[config.mk]
export PLATFORM = sky130hd
export DESIGN_NAME = mul_reduction_sequencer
export DESIGN_NICKNAME = d
export VERILOG_FILES = /design/src/rtl/mul_ctrl_pkg.sv /design/src/rtl/mul_rr_arbiter2.sv /design/src/rtl/mul_reduction_sequencer.sv
export SDC_FILE = /design/constraint.sdc
export NUM_CORES = 1
export LEC_CHECK = 0
export ABC_AREA = 1
export BUFFER_PORTS_ARGS = -buffer_cell sky130_fd_sc_hd__buf_2
export CAP_MARGIN = 20
export CORE_ASPECT_RATIO = 0.9
export CORE_MARGIN = 3
export CORE_UTILIZATION = 30
export CTS_BUF_LIST = sky130_fd_sc_hd__clkbuf_8
export CTS_CLUSTER_DIAMETER = 150
export DETAILED_ROUTE_END_ITERATION = 16
export GPL_TIMING_DRIVEN = 1
export PLACE_DENSITY_LB_ADDON = 0.05
export RECOVER_POWER = 100
export SLEW_MARGIN = 20
export SYNTH_ARGS = -nofsm -noshare
export SYNTH_HDL_FRONTEND = slang
export SYNTH_HIERARCHICAL = 1
export SYNTH_SLANG_ARGS = --single-unit
export TNS_END_PERCENT = 20
[constraint.sdc]
create_clock -name i_clk -period 1.87 [get_ports i_clk]
set_input_delay 0.187 -clock i_clk [delete_from_list [all_inputs] [get_ports i_clk]]
set_output_delay 0.187 -clock i_clk [all_outputs]
set_load 0.05 [all_outputs]
[src/rtl/mul_ctrl_pkg.sv]
// Shared types and constants for the mantissa-multiplier control sequencer.
// Optional zero-skip path is enabled with the MUL_ZERO_SKIP_EN macro.
package mul_ctrl_pkg;

  typedef enum logic [1:0] {
    ST_IDLE   = 2'd0,
    ST_REDUCE = 2'd1,
    ST_ADD    = 2'd2,
    ST_DONE   = 2'd3
  } mul_state_t;

  localparam int MUL_NUM_STAGES = 7;
  localparam int MUL_ADD_CYCLES = 2;

  localparam int REQ_MUL = 0;
  localparam int REQ_AUX = 1;

endpackage

[src/rtl/mul_rr_arbiter2.sv]
// Two-way round-robin grant. Purely combinational; the parent owns the
// last-grant register and updates it on the accepting handshake.
module mul_rr_arbiter2
  import mul_ctrl_pkg::*;
(
  input  logic [1:0] i_req_valid,
  input  logic       i_last_grant,
  output logic [1:0] o_grant,
  output logic       o_grant_idx
);

  logic w_both;

  assign w_both = i_req_valid[REQ_MUL] & i_req_valid[REQ_AUX];

  always_comb begin
    o_grant     = 2'b00;
    o_grant_idx = 1'b0;
    if (w_both) begin
      // Contention: the requester not served last time wins.
      o_grant_idx = ~i_last_grant;
    end else begin
      o_grant_idx = i_req_valid[REQ_AUX];
    end
    if (|i_req_valid) begin
      o_grant[o_grant_idx] = 1'b1;
    end
  end

endmodule

[src/rtl/mul_reduction_sequencer.sv]
// Sequences the mantissa multiplier: arbitrate, step the compressor stages,
// run the final adder, then hold the result. MUL_ZERO_SKIP_EN adds zero bypass.
module mul_reduction_sequencer
  import mul_ctrl_pkg::*;
#(
  parameter int NUM_STAGES = MUL_NUM_STAGES,
  parameter int ADD_CYCLES = MUL_ADD_CYCLES,
  parameter int STAGE_W    = 4
) (
  input  logic               i_clk,
  input  logic               i_reset,
  input  logic [1:0]         i_req_valid,
  output logic [1:0]         o_req_ready,
  output logic               o_result_valid,
  input  logic               i_result_ready,
  output logic               o_result_owner,
  output logic               o_operand_load,
  output logic               o_operand_sel,
  output logic               o_stage_en,
  output logic [STAGE_W-1:0] o_stage_sel,
  output logic               o_add_en,
  output logic               o_result_latch,
  output logic               o_busy,
`ifdef MUL_ZERO_SKIP_EN
  input  logic [1:0]         i_operand_zero,
  output logic               o_zero_result,
`endif
  output mul_state_t         o_dbg_state,
  output logic               o_dbg_last_grant
);

  localparam logic [STAGE_W-1:0] LP_STAGE_LAST = STAGE_W'(NUM_STAGES - 1);
  localparam logic [1:0]         LP_ADD_LAST   = 2'(ADD_CYCLES - 1);

  mul_state_t         r_state;
  mul_state_t         w_next;
  logic               r_last_grant;
  logic               r_owner;
  logic [STAGE_W-1:0] r_stage_cnt;
  logic [1:0]         r_add_cnt;
  logic [1:0]         w_grant;
  logic               w_grant_idx;
  logic [1:0]         w_ready;
  logic               w_hs;
  logic               w_skip;
`ifdef MUL_ZERO_SKIP_EN
  logic               r_zero;
`endif

  mul_rr_arbiter2 u_arb (
    .i_req_valid  (i_req_valid),
    .i_last_grant (r_last_grant),
    .o_grant      (w_grant),
    .o_grant_idx  (w_grant_idx)
  );

  // Handshake: valid/ready both high in IDLE on a rising edge accepts the
  // request. Ready is offered only in IDLE and never while reset is asserted,
  // so an unaccepted request leaves no trace.
  assign w_ready = (r_state == ST_IDLE && !i_reset) ? w_grant : 2'b00;
  assign w_hs    = |(i_req_valid & w_ready);

`ifdef MUL_ZERO_SKIP_EN
  assign w_skip = i_operand_zero[w_grant_idx];
`else
  assign w_skip = 1'b0;
`endif

  always_comb begin
    w_next         = r_state;
    o_req_ready    = 2'b00;
    o_result_valid = 1'b0;
    o_result_owner = 1'b0;
    o_operand_load = 1'b0;
    o_operand_sel  = 1'b0;
    o_stage_en     = 1'b0;
    o_stage_sel    = '0;
    o_add_en       = 1'b0;
    o_result_latch = 1'b0;
`ifdef MUL_ZERO_SKIP_EN
    o_zero_result  = 1'b0;
`endif
    case (r_state)
      ST_IDLE: begin
        o_req_ready    = w_ready;
        o_operand_load = w_hs;
        o_operand_sel  = w_hs & w_grant_idx;
        if (w_hs) begin
          w_next = w_skip ? ST_DONE : ST_REDUCE;
        end
      end
      ST_REDUCE: begin
        o_stage_en  = 1'b1;
        o_stage_sel = r_stage_cnt;
        if (r_stage_cnt == LP_STAGE_LAST) begin
          w_next = ST_ADD;
        end
      end
      ST_ADD: begin
        o_add_en = 1'b1;
        if (r_add_cnt == LP_ADD_LAST) begin
          o_result_latch = 1'b1;
          w_next         = ST_DONE;
        end
      end
      ST_DONE: begin
        o_result_valid = 1'b1;
        o_result_owner = r_owner;
`ifdef MUL_ZERO_SKIP_EN
        o_zero_result  = r_zero;
`endif
        if (i_result_ready) begin
          w_next = ST_IDLE;
        end
      end
      default: w_next = ST_IDLE;
    endcase
  end

  always_ff @(posedge i_clk) begin
    if (i_reset) begin
      r_state      <= ST_IDLE;
      r_last_grant <= 1'b1;
      r_owner      <= 1'b0;
      r_stage_cnt  <= '0;
      r_add_cnt    <= 2'd0;
`ifdef MUL_ZERO_SKIP_EN
      r_zero       <= 1'b0;
`endif
    end else begin
      r_state <= w_next;
      case (r_state)
        ST_IDLE: begin
          if (w_hs) begin
            r_last_grant <= w_grant_idx;
            r_owner      <= w_grant_idx;
            r_stage_cnt  <= '0;
`ifdef MUL_ZERO_SKIP_EN
            r_zero       <= w_skip;
`endif
          end
        end
        ST_REDUCE: begin
          // Counter stops at the terminal value instead of wrapping.
          if (r_stage_cnt == LP_STAGE_LAST) begin
            r_add_cnt <= 2'd0;
          end else begin
            r_stage_cnt <= r_stage_cnt + 1'b1;
          end
        end
        ST_ADD: begin
          if (r_add_cnt != LP_ADD_LAST) begin
            r_add_cnt <= r_add_cnt + 2'd1;
          end
        end
        default: ;
      endcase
    end
  end

  assign o_busy           = (r_state != ST_IDLE);
  assign o_dbg_state      = r_state;
  assign o_dbg_last_grant = r_last_grant;

endmodule

==> out/qor.csv <==
metric,value,unit
area of the multi-input gates,433,sq um
row cnt,16,
sequential cell area,203,sq um
relative slew slack,60.6,%
largest net degree at the start of global routing,11,
initial antenna violation count,0,
worst hold path class,input pin to register,
number of post-CTS setup repair buffers,0,
Die Span Y,52.3,microns
drt via density,4.46,
Crit Path Max Fanout,7,
die area,3010,sq um
Synth Cell Area,716,sq um
final period utilization,93.2,%
outcome,finished clean,
fillers,256,
sequential share of the synthesized area,28.0,%
VDD IR max,0.665,mV
Seq cells post-synth,10,
routed wire length,1.64,mm
nets@finish,147,
GRT Util Overall,11.9,%
Post-Syn Instances,110,
synth top area cells,"dfxtp_1 (28%), nand2_1 (15%), ha_1 (12%), inv_1 (10%), a21oi_1 (6.3%)",
total CTS buffers,3,
post-synth net total,122,
CTS HTree Levels,1,
PnR Total Power,1.21,mW
Synth top area share,28.0,%
Setup crit start kind,register,
vias in the first global route,664,
CP Capture Type,output pin,
PortBufs,21,
Final Max Tran Viols,0,
Initial Util,32.2,%
Layout Utilization,40.1,%
routed vias,714,
clk root buf,clkbuf_8,
Clock Path Buffers,2,
Setup CP Type,register to output pin,
fmax,574,MHz
clk_skew,5.99,ps
post-detail-place hpwl,1.30,mm
critical path arrival,1560,ps
"Avg Cell Area, Syn",6.51,sq um
wire per inst,10.2,microns
grt ovf,0,
Final Setup Violations,0,
initial detailed-routing violation count,8,
Fin Setup TNS,0,ps
Hold Slack,195,ps
synth-to-layout area growth,24.5,%
"commonest non-fill, non-tap cell in the layout",nand2_1,
Initial DRT Pass Iterations,4,
drt drc,0,
first-pass GRT wire length,2.75,mm
Clock Latency Late Sink,240,ps
max-cap violations,0,
gpl congestion,0.797,
final hold viol count,0,
"area leader, netlist",dfxtp_1,
RSZ-0062 raised after global routing,no,
Worst-path clk slew,50,ps
Core Area,2220,sq um
Worst-Margin Slew,594,ps
share of cells above drive strength 1,21.8,%
"Distinct cells, synth",17,
"commonest cells after routing, fill and taps aside","nand2_1 (29), inv_1 (21), nor2_1 (11)",
CTS Sinks,10,
TritonCTS clock tree,built,
die width,57.5,microns
Synth Warn #,6,
Worst Path Required,1680,ps
number of diodes,0,
# IOs,22,
Leakage,0.495,nW
remaining antenna violation count,0,
fin crit period,1740,ps
power per cell area,1350,nW/um^2
==> synthesized netlist by cell type, drive strengths merged <==
master  count
a21oi       9
and3        2
buf         1
dfxtp      10
ha          7
inv        22
nand2      32
nand3       9
nand4       4
nor2       11
o21ai       2
xnor2       1
==> registers in the layout, indices dropped and copies added, names as in the netlist <==
register          cells
r_owner               1
r_stage_cnt           4
r_add_cnt             2
o_dbg_state           2
o_dbg_last_grant      1
==> critical path: stages (launching register included) <==
cell,delay (ps)
dfxtp_2,330
inv_1,100
ha_2,270
nand4_2,150
nand2_2,110
nand2_1,80
inv_1,60
clkbuf_4,220
==> what timing repair did <==
| item | 4_1_cts | 5_1_grt |
|---|---|---|
| resized for setup | 0 | 2 |
| endpoints found under the setup margin | 0 | 1 |
| hold endpoints to repair | 0 | 0 |
| hold buffers | 0 | 0 |
==> cell families after synthesis <==
| group | Yosys count | share of synthesized area, % |
|---|---|---|
| AO/OA/AOI/OAI | 11 | 7.69 |
| XOR/XNOR | 1 | 1.22 |
| adder cells (fa/ha/maj) | 7 | 12.2 |
| buffers and inverters | 23 | 12.2 |
| flip-flops | 10 | 28.0 |
| AND/OR/NAND/NOR | 58 | 38.6 |
==> through the flow <==
stage               cell area [sq um]  instances  setup slack, ps
floorplan                         724        110            -30.2
global placement                  858        157              328
detailed placement                858        157              268
CTS                               900        160           0.0587
global route                      891        160             11.8
finish                            891        160              126
==> power breakdown <==
group / switching, mW / leakage [nW] / internal, mW
clock network: 0.0867 / 0.0216 / 0.141
registers: 0.0435 / 0.0817 / 0.262
logic: 0.493 / 0.391 / 0.179
total: 0.624 / 0.495 / 0.582
==> cell type report <==
cell class	count	area share (%)
sequential	10	22.8
inverter	22	9.27
multi-input combinational	77	48.6
clock buffer	3	4.63
timing repair buffer	21	11.0
tap	27	3.79
==> worst paths after layout <==
path / cells past startpoint / start / slack, ps / end
min reg2reg: 2 / r_add_cnt[1] / 460 / r_add_cnt[1]
min: 2 / i_reset / 200 / o_dbg_state[1]
max: 7 / o_dbg_state[0] / 130 / o_operand_sel
max reg2reg: 10 / o_dbg_state[1] / 240 / r_stage_cnt[0]
==> per-layer routing <==
layer	track usage [%]	vias up	routed length, microns
met5	0	-	0
met4	2.32	0	7
met3	5.17	2	89
met2	20.5	16	743
met1	13.8	308	795
li1	-	388	-
No activity file was read; power rests on OpenSTA's default activity.
